<file path="config.mk">
export PLATFORM = sky130hd
export DESIGN_NAME = cpu_fetch_flat
export DESIGN_NICKNAME = d
export VERILOG_FILES = /design/src/rtl/cpu_pkg.sv /design/src/rtl/cpu_fetch_if.sv /design/src/rtl/cpu_branch_target.sv /design/src/rtl/cpu_fetch.sv /design/src/flat_wrapper.sv
export SDC_FILE = /design/constraint.sdc
export NUM_CORES = 1
export LEC_CHECK = 0
export ABC_AREA = 1
export BUFFER_PORTS_ARGS = -buffer_cell sky130_fd_sc_hd__clkbuf_2
export CAP_MARGIN = 20
export CORE_AREA = 5 5 182 184
export DETAILED_ROUTE_END_ITERATION = 7
export DIE_AREA = 0 0 187 189
export PLACE_DENSITY = 0.66
export SYNTH_ARGS = -nofsm -noshare
export SYNTH_HDL_FRONTEND = slang
export SYNTH_HIERARCHICAL = 1
export SYNTH_SLANG_ARGS = --single-unit
</file>
<file path="constraint.sdc">
create_clock -name clk -period 4.2 [get_ports clk]
set_input_delay 0.84 -clock clk [delete_from_list [all_inputs] [get_ports clk]]
set_output_delay 0.84 -clock clk [all_outputs]
set_load 0.005 [all_outputs]
</file>
<file path="src/rtl/cpu_pkg.sv">
// Shared LEGv8 fetch definitions: opcode constants, immediate field positions, fetch FSM encoding.
// Pure declarations; no logic, no latency, no flow control.
package cpu_pkg;

  localparam logic [10:0] OP_HALT     = 11'h7FF;
  localparam logic [5:0]  OP_B_PFX    = 6'b000101;
  localparam logic [7:0]  OP_CBZ_PFX  = 8'b10110100;
  localparam logic [7:0]  OP_CBNZ_PFX = 8'b10110101;

  localparam int IMM26_MSB = 25;
  localparam int IMM26_LSB = 0;
  localparam int IMM19_MSB = 23;
  localparam int IMM19_LSB = 5;

  typedef logic [2:0] fetch_state_t;
  localparam fetch_state_t ST_IDLE   = 3'd0;
  localparam fetch_state_t ST_FETCH  = 3'd1;
  localparam fetch_state_t ST_ISSUE  = 3'd2;
  localparam fetch_state_t ST_EXEC   = 3'd3;
  localparam fetch_state_t ST_HALTED = 3'd4;

  function automatic logic is_halt(input logic [31:0] word);
    return word[31:21] == OP_HALT;
  endfunction

endpackage

</file>
<file path="src/rtl/cpu_fetch_if.sv">
// Fetch unit bus: imem read channel, decode issue handshake and datapath retire/branch feedback.
// Wires only; the fetch unit is the master, memory/decoder/datapath sit on the slave side.
interface cpu_fetch_if #(
  parameter int PC_W = 64
);
  logic            imem_req;
  logic [PC_W-1:0] imem_addr;
  logic            imem_ack;
  logic [31:0]     imem_rdata;
  logic            inst_valid;
  logic [31:0]     inst;
  logic            inst_ready;
  logic            retire_valid;
  logic            Branch;
  logic            BranchZero;
  logic            BranchNonZero;
  logic            zero;

  modport master (
    output imem_req, imem_addr, inst_valid, inst,
    input  imem_ack, imem_rdata, inst_ready, retire_valid,
    input  Branch, BranchZero, BranchNonZero, zero
  );

  modport slave (
    input  imem_req, imem_addr, inst_valid, inst,
    output imem_ack, imem_rdata, inst_ready, retire_valid,
    output Branch, BranchZero, BranchNonZero, zero
  );
endinterface

</file>
<file path="src/rtl/cpu_branch_target.sv">
// Next-PC computation for the retiring instruction: B / CBZ / CBNZ target or fall-through.
// Purely combinational, no flow control; Branch takes priority when several branch controls are set.
module cpu_branch_target
  import cpu_pkg::*;
#(
  parameter int PC_W = 64
) (
  input  logic [PC_W-1:0] pc,
  input  logic [31:0]     inst,
  input  logic            Branch,
  input  logic            BranchZero,
  input  logic            BranchNonZero,
  input  logic            zero,
  output logic [PC_W-1:0] pc_next
);

  logic            taken;
  logic [PC_W-1:0] off;
  logic            unused_opcode;

  assign unused_opcode = ^inst[31:26];

  always_comb begin
    taken = Branch | (BranchZero & zero) | (BranchNonZero & ~zero);
    if (Branch) begin
      off = {{(PC_W-26){inst[IMM26_MSB]}}, inst[IMM26_MSB:IMM26_LSB]};
    end else begin
      off = {{(PC_W-19){inst[IMM19_MSB]}}, inst[IMM19_MSB:IMM19_LSB]};
    end
    pc_next = taken ? (pc + (off << 2)) : (pc + PC_W'(4));
  end

endmodule

</file>
<file path="src/rtl/cpu_fetch.sv">
// Instruction fetch/sequencer: FETCH -> ISSUE -> EXEC loop, 3 cycles/instr minimum, terminal HALTED.
// All outputs registered; each stage waits indefinitely on ack/ready/retire with outputs held.
module cpu_fetch
  import cpu_pkg::*;
#(
  parameter int              PC_W     = 64,
  parameter logic [PC_W-1:0] RESET_PC = '0
) (
  input  logic             clk,
  input  logic             reset_n,
  input  logic             start,
  cpu_fetch_if.master      bus,
  output logic [PC_W-1:0]  pc,
  output logic             halted,
  output logic [31:0]      icount
);

  fetch_state_t    state;
  logic            imem_req_q;
  logic            inst_valid_q;
  logic [31:0]     inst_q;
  logic [PC_W-1:0] pc_next;

  cpu_branch_target #(.PC_W(PC_W)) u_target (
    .pc            (pc),
    .inst          (inst_q),
    .Branch        (bus.Branch),
    .BranchZero    (bus.BranchZero),
    .BranchNonZero (bus.BranchNonZero),
    .zero          (bus.zero),
    .pc_next       (pc_next)
  );

  assign bus.imem_req   = imem_req_q;
  assign bus.imem_addr  = pc;
  assign bus.inst_valid = inst_valid_q;
  assign bus.inst       = inst_q;

  always_ff @(posedge clk or negedge reset_n) begin
    if (!reset_n) begin
      state        <= ST_IDLE;
      pc           <= RESET_PC;
      imem_req_q   <= 1'b0;
      inst_valid_q <= 1'b0;
      inst_q       <= '0;
      halted       <= 1'b0;
      icount       <= '0;
    end else begin
      case (state)
        ST_IDLE: begin
          if (start) begin
            imem_req_q <= 1'b1;
            state      <= ST_FETCH;
          end
        end
        ST_FETCH: begin
          if (bus.imem_ack) begin
            inst_q       <= bus.imem_rdata;
            imem_req_q   <= 1'b0;
            inst_valid_q <= 1'b1;
            state        <= ST_ISSUE;
          end
        end
        ST_ISSUE: begin
          if (bus.inst_ready) begin
            inst_valid_q <= 1'b0;
            // HALT is never retired, so icount stays at the last real instruction.
            if (is_halt(inst_q)) begin
              halted <= 1'b1;
              state  <= ST_HALTED;
            end else begin
              state <= ST_EXEC;
            end
          end
        end
        ST_EXEC: begin
          if (bus.retire_valid) begin
            pc         <= pc_next;
            icount     <= icount + 32'd1;
            imem_req_q <= 1'b1;
            state      <= ST_FETCH;
          end
        end
        default: ;
      endcase
    end
  end

endmodule

</file>
<file path="src/flat_wrapper.sv">
// flat-port wrapper written by rule: the top's interface ports become plain ports
module cpu_fetch_flat import cpu_pkg::*;
#(
  parameter int              PC_W     = 64,
  parameter logic [PC_W-1:0] RESET_PC = '0
)
  (clk, reset_n, start, pc, halted, icount, bus_imem_req, bus_imem_addr, bus_inst_valid, bus_inst, bus_imem_ack, bus_imem_rdata, bus_inst_ready, bus_retire_valid, bus_Branch, bus_BranchZero, bus_BranchNonZero, bus_zero);
  cpu_fetch_if #(.PC_W(PC_W)) bus_i ();
  input  logic clk;
  input  logic reset_n;
  input  logic start;
  output logic [PC_W-1:0] pc;
  output logic halted;
  output logic [31:0] icount;
  output wire logic [$bits(bus_i.imem_req)-1:0] bus_imem_req;
  output wire logic [$bits(bus_i.imem_addr)-1:0] bus_imem_addr;
  output wire logic [$bits(bus_i.inst_valid)-1:0] bus_inst_valid;
  output wire logic [$bits(bus_i.inst)-1:0] bus_inst;
  input wire logic [$bits(bus_i.imem_ack)-1:0] bus_imem_ack;
  input wire logic [$bits(bus_i.imem_rdata)-1:0] bus_imem_rdata;
  input wire logic [$bits(bus_i.inst_ready)-1:0] bus_inst_ready;
  input wire logic [$bits(bus_i.retire_valid)-1:0] bus_retire_valid;
  input wire logic [$bits(bus_i.Branch)-1:0] bus_Branch;
  input wire logic [$bits(bus_i.BranchZero)-1:0] bus_BranchZero;
  input wire logic [$bits(bus_i.BranchNonZero)-1:0] bus_BranchNonZero;
  input wire logic [$bits(bus_i.zero)-1:0] bus_zero;
  assign bus_imem_req = bus_i.imem_req;
  assign bus_imem_addr = bus_i.imem_addr;
  assign bus_inst_valid = bus_i.inst_valid;
  assign bus_inst = bus_i.inst;
  assign bus_i.imem_ack = bus_imem_ack;
  assign bus_i.imem_rdata = bus_imem_rdata;
  assign bus_i.inst_ready = bus_inst_ready;
  assign bus_i.retire_valid = bus_retire_valid;
  assign bus_i.Branch = bus_Branch;
  assign bus_i.BranchZero = bus_BranchZero;
  assign bus_i.BranchNonZero = bus_BranchNonZero;
  assign bus_i.zero = bus_zero;
  cpu_fetch #(.PC_W(PC_W), .RESET_PC(RESET_PC)) u_core (.clk(clk), .reset_n(reset_n), .start(start), .bus(bus_i), .pc(pc), .halted(halted), .icount(icount));
endmodule
</file>
Word-level counts from Yosys, hierarchy flattened
Cells that the tools add are included.
{"block": "word_totals", "reg_bits": 134, "out_inout_bits": 195, "elab_cells": 48}
{"block": "classes", "add_sub_neg": 3, "eq_ne": 8, "n_mux": 15, "bitwise": 5, "reduce_logical": 10}
{"op": "adder 64 x 3 -> 64 bit, second input constant", "n": 1}
{"op": "adder 64 bit", "n": 1}
{"op": "two-way mux 64 bit", "n": 1}
{"op": "two-way mux 62 bit", "n": 1}
{"op": "adder 32 x 1 -> 32 bit, second input constant", "n": 1}
{"op": "two-way mux 3 bit", "n": 5}
{"op": "one-hot mux 3 bit (4 select lines)", "n": 1}
{"op": "equality test 11 bit, second input constant", "n": 1}
{"op": "!= test 2 bit, second input constant", "n": 4}
{"op": "equality test 3 x 2 -> 1 bit, second input constant", "n": 2}
{"op": "AND reduction 3 bit", "n": 2}
{"op": "two-way mux 1 bit", "n": 5}
{"op": "AND reduction 5 bit", "n": 1}
{"op": "AND reduction 2 bit", "n": 2}
{"op": "AND reduction 4 bit", "n": 1}
{"op": "nonzero test 4 bit", "n": 1}
{"op": "equality test 3 x 1 -> 1 bit, second input constant", "n": 1}
{"op": "zero test 3 bit", "n": 1}
{"op": "one-hot mux 1 bit (3 select lines)", "n": 1}
{"op": "nonzero test 3 bit", "n": 1}
{"op": "bitwise AND 1 bit", "n": 2}
{"op": "OR 1 bit", "n": 2}
{"op": "one-hot mux 1 bit (2 select lines)", "n": 1}
{"op": "nonzero test 2 bit", "n": 1}
{"op": "NOT 1 bit", "n": 1}

Logic depth before layout (Yosys ltp)
{"block": "depth", "ltp_word": 4, "mapped_depth": 23, "ltp_nobuf": 22}

Cells and area by module
Netlist, hierarchy kept.
{"module": "cpu_fetch", "instances": 1, "cells_per_inst": 701, "area_each_um2": 6318.6, "seq_area_each_um2": 3353.2}
{"module": "cpu_branch_target", "instances": 1, "cells_per_inst": 1310, "area_each_um2": 6030.8, "seq_area_each_um2": 0.0}

Worst setup path before layout
OpenSTA, ideal clock, no wires.
{"block": "synth_timing", "kind": "input port to flip-flop", "start": "input port bus_zero", "end": "register u_core.pc[62], in the netlist u_core/bus.imem_addr[62]", "setup_ns": 0.116, "arrival_time_ns": 4.056, "t_required_ns": 4.084, "path_slack_ns": 0.027, "stages": 20, "path_cell_list": "inv_1 > nand2_1 > nand3_2 > inv_1 > nor2_4 > nor2_4 > nor2_1 > ha_1 > nand2_1 > inv_1 > a21oi_1 > nand2_1 > nand2_1 > nand2_1 > a21oi_1 > nand2_1 > nand2_1 > nand2_1 > nand2_1 > nand2_1"}
{"block": "synth_via", "elab_chain_cells": 4}
{"element": "start: declaration", "line_no": "flat_wrapper.sv:26", "source": "input wire logic [$bits(bus_i.zero)-1:0] bus_zero;"}
{"element": "bitwise AND 1 bit or NOT 1 bit (tied branches)", "line_no": "cpu_branch_target.sv:24", "source": "taken = Branch | (BranchZero & zero) | (BranchNonZero & ~zero);"}
{"element": "OR 1 bit or bitwise AND 1 bit (tied branches)", "line_no": "cpu_branch_target.sv:24"}
{"element": "OR 1 bit (*)", "line_no": "cpu_branch_target.sv:24"}
{"element": "two-way mux 64 bit (*)", "line_no": "cpu_branch_target.sv:30", "source": "pc_next = taken ? (pc + (off << 2)) : (pc + PC_W'(4));"}
{"element": "net u_core.pc_next[62]", "line_no": "cpu_fetch.sv:22", "source": "logic [PC_W-1:0] pc_next;"}
{"element": "end signal: assignment", "line_no": "cpu_fetch.sv:78", "source": "pc <= pc_next;"}
{"element": "end: declaration", "line_no": "cpu_fetch.sv:13", "source": "output logic [PC_W-1:0] pc,"}
The timed path passes the listed nets; every way through them passes the cells marked *.
A chain may end at the register's enable or synchronous reset.

Final worst setup path
{"block": "layout_timing", "start": "input port bus_zero", "end": "register u_core.pc[52], in the netlist u_core/bus.imem_addr[52]"}
The elaborated chain is that of the path after synthesis.

==> flow_metrics.tcl <==
set metrics [dict create \
    ios 237 \
    vdd.ir_drop.worst_mv 0.266 \
    dominantRegCellSynth "dfrtp_1" \
    die_area_um2 35300 \
    fp-row-count 65 \
    max_clock_freq_ghz 0.304 \
    number_of_h_tree_levels 4 \
    fin_skew_ns 0.0196 \
    gpl.final_weighted_congestion 0.998 \
    grt_antenna_before_repair 0 \
    report.final.setup_viol 0 \
    synth_top_cell_by_area "nand2_1" \
    cts_hold_buffers 0 \
    worstPathArrival_ns 3.60 \
    crit_chain "clkbuf_2 -> inv_1 -> nand2_1 -> nand3_2 -> inv_1 -> nor2_4 -> nor2_4 -> nor2_2 -> buf_12 -> ha_1 -> nand2_2 -> inv_1 -> a21oi_1 -> nand2_1 -> inv_1 -> nand2_1 -> nand2_1 -> nand3_1 -> nand2_1 -> nand2_1 -> nand2_1 -> nand2_1" \
    synth_edf_count 0 \
    max_slew.worst_pin.slew_ns 0.959 \
    post_synth_instance_area_um2 12300 \
    power.static_leakage_nw 8.81 \
    final_worst_path_period_share_pct 78.2 \
    drive_gt1_share_pct 16.7 \
    yosys.cell_count.top_type "nand2_1" \
    numClockSinks 134 \
    worstSkewPairLatency_ns 0.44 \
    avg_wl_per_cell_um 15.3 \
    syn_area_per_cell_um2 6.14 \
    cts_resized 0 \
    filler_cell_count 3359 \
    power_mw 3.04 \
    detailedRoute.firstPassIterationCount 8 \
    syn_inst 2011 \
    worstPathMaxFanout 37 \
    crit_buf_inv 6 \
    worst-setup-path-type "in -> reg" \
    port_buffers 236 \
    tritoncts "built" \
    global_route_wire_length_before_repair_um 63700 \
    minimum_setup_slack_in_the_final_design_ns 0.915 \
    drc 0 \
    hold_violations 0 \
    dr_total_vias 12500 \
    setup-tns-final_ns 0 \
    async_reset_ff_share_pct 100 \
    initial_core_util_pct 39.5 \
    route.detailed.vias_per_inst 4.81 \
    path_clk_slew_ns 0.07 \
    fin_nets 2290 \
    numPlacedInstances 2568 \
    synth.net_count 2116 \
    seq_area_frac_synth_pct 27.2 \
    cts_root_buffer "clkbuf_16" \
    tritoncts.num_buffers 17 \
    cellPowerDensity_nw_per_um2 216 \
    critical_path.startpoint_type "input port" \
    slowest_delay_ns 0.41 \
    ys.warnings.count 6 \
    die_x_um 187 \
    layout.core_utilization_pct 45.0 \
    final_max_slew_viol_count 0 \
    grt_overflow_total 0 \
    share_of_yosys_cell_area_claimed_by_the_top_area_cell_type_pct 27.2 \
    synth.distinct_cells 33 \
    buffers_from_clock_root_to_sink_at_most 2 \
    postcts_setup_bufs 0 \
    crit_path_frequent_cell "nand2_1" \
    layoutNonFillerInstCount 2600 \
    min_path_type "reg -> reg" \
    critical_path_required_ns 4.52 \
    max-slew-margin-rel_pct 36.1 \
    slowest_stage_cell_on_the_critical_path "ha_1" \
    count_of_routing_violations_after_the_opening_detailed_route_iteration 1171 \
    finalWirelength_um 39700 \
    synth.ff_latch_count 134 \
    ant_nets 0 \
    post-route-min-period_ns 3.29 \
    design.core.area_um2 31200 \
    dpl_worst_slack_ns 0.554 \
    run_status "completed" \
    first_global_vias 11800 \
    worst_path_dominant_cell_family "simple AND/OR/NAND/NOR gates" \
    global_router_s_overall_resource_usage_pct 22.3 \
    worst_setup_path_end_kind "flip-flop" \
    synth.area.top_cells "nand2_1 27%, dfrtp_1 27%, inv_1 10%, ha_1 6.3%, nor2_1 4.8%" \
    antenna-diode-count 0 \
    die_height_um 189 \
    max_cap_violations 0 \
    dp_hpwl_um 32100 \
    netlist_top_cells_count "896 x nand2_1, 333 x inv_1, 159 x nor2_1" \
    syn_to_final_growth_pct 13.8 \
    maximum_number_of_pins_on_one_net_before_global_route_repair 95 \
    grt_setup_unrepaired "false" \
]
==> where the power goes <==
part	leakage [nW]	total [mW]	internal (mW)	switching [mW]
clock network	0.293	1.58	0.853	0.727
logic	6.66	0.167	0.0534	0.113
registers	1.86	1.29	1.29	0
==> cells by family (layout without fill, tap and decap cells) <==
group	count (synthesis)	in the layout	synth area share, %
XOR/XNOR	50	50	3.55
AND/OR/NAND/NOR	1237	1237	41.4
AO/OA/AOI/OAI	65	65	2.82
adder cells (fa/ha/maj)	63	63	6.44
multiplexers	32	32	2.92
buffers and inverters	430	617	15.7
flip-flops	134	134	27.2
==> cell type report <==
class                   count  area (um2)  area share, %
clock inverters            15         181           1.29
multi-input cells        1447        7060           50.2
clock buffers              17         425           3.03
flip-flops and latches    134        3350           23.8
repair buffers            244        1260           8.96
inverters                 341        1280           9.10
well taps                 402         503           3.58
==> worst min-delay path: cells and delay by family, from the launching register on <==
kind | cells | cell delay, ns
AND/OR/NAND/NOR | 2 | 0.11
flip-flops | 1 | 0.35
==> per-layer routing <==
layer	GRT usage (%)	share of wire [%]	vias to the layer above
met1	32.4	48	5670
met4	5.49	2.0	0
met5	0	0	-
met2	35.3	44	420
li1	-	-	6359
met3	2.75	6.2	48
==> stage by stage <==
step | area, um2 | hold WS [ns]
6_report | 14100 | 0.481
3_3_place_gp | 13500 | 0.454
5_1_grt | 14100 | 0.503
2_1_floorplan | 12300 | 0.458
3_5_place_dp | 13500 | 0.472
4_1_cts | 14100 | 0.487
==> cell usage in the layout, fill, tap and decap left out, types with 13 or more instances in the layout <==
cell type | Yosys | final
mux2_2 | 32 | 32
nand4_1 | 27 | 27
xor2_1 | 36 | 36
a21oi_1 | 45 | 45
xnor2_1 | 14 | 14
ha_1 | 62 | 62
nand2_1 | 896 | 896
nor2_2 | 12 | 13
nor3_1 | 15 | 15
dfrtp_1 | 134 | 134
clkbuf_16 | 0 | 17
clkbuf_2 | 0 | 235
nor2_1 | 159 | 158
nand3_1 | 81 | 81
inv_1 | 333 | 333
==> state kept, by name, summed over array words and instances, names as in the netlist <==
signal / flops
u_core/bus.imem_addr: 64
u_core/bus.imem_req: 1
u_core/bus.inst: 32
u_core/bus.inst_valid: 1
u_core/halted: 1
u_core/icount: 32
u_core/state: 3
==> final timing paths <==
check | start | end | slack, ns | depth (start not counted)
worst max-delay path | bus_zero | u_core/bus.imem_addr[52]$_DFFE_PN0P_ | 0.91 | 22
worst min-delay path | u_core/bus.inst_valid$_DFFE_PN0P_ | u_core/bus.inst_valid$_DFFE_PN0P_ | 0.48 | 2
worst max register to register | u_core/bus.inst[23]$_DFFE_PN0P_ | u_core/bus.imem_addr[52]$_DFFE_PN0P_ | 1.23 | 18
worst min register to register | u_core/bus.inst_valid$_DFFE_PN0P_ | u_core/bus.inst_valid$_DFFE_PN0P_ | 0.48 | 2
max in group asynchronous | reset_n | u_core/bus.imem_addr[2]$_DFFE_PN0P_ | 2.76 | 2
min in group asynchronous | reset_n | u_core/icount[10]$_DFFE_PN0P_ | 0.51 | 1
Note: power is estimated with default switching activity, not from simulation.
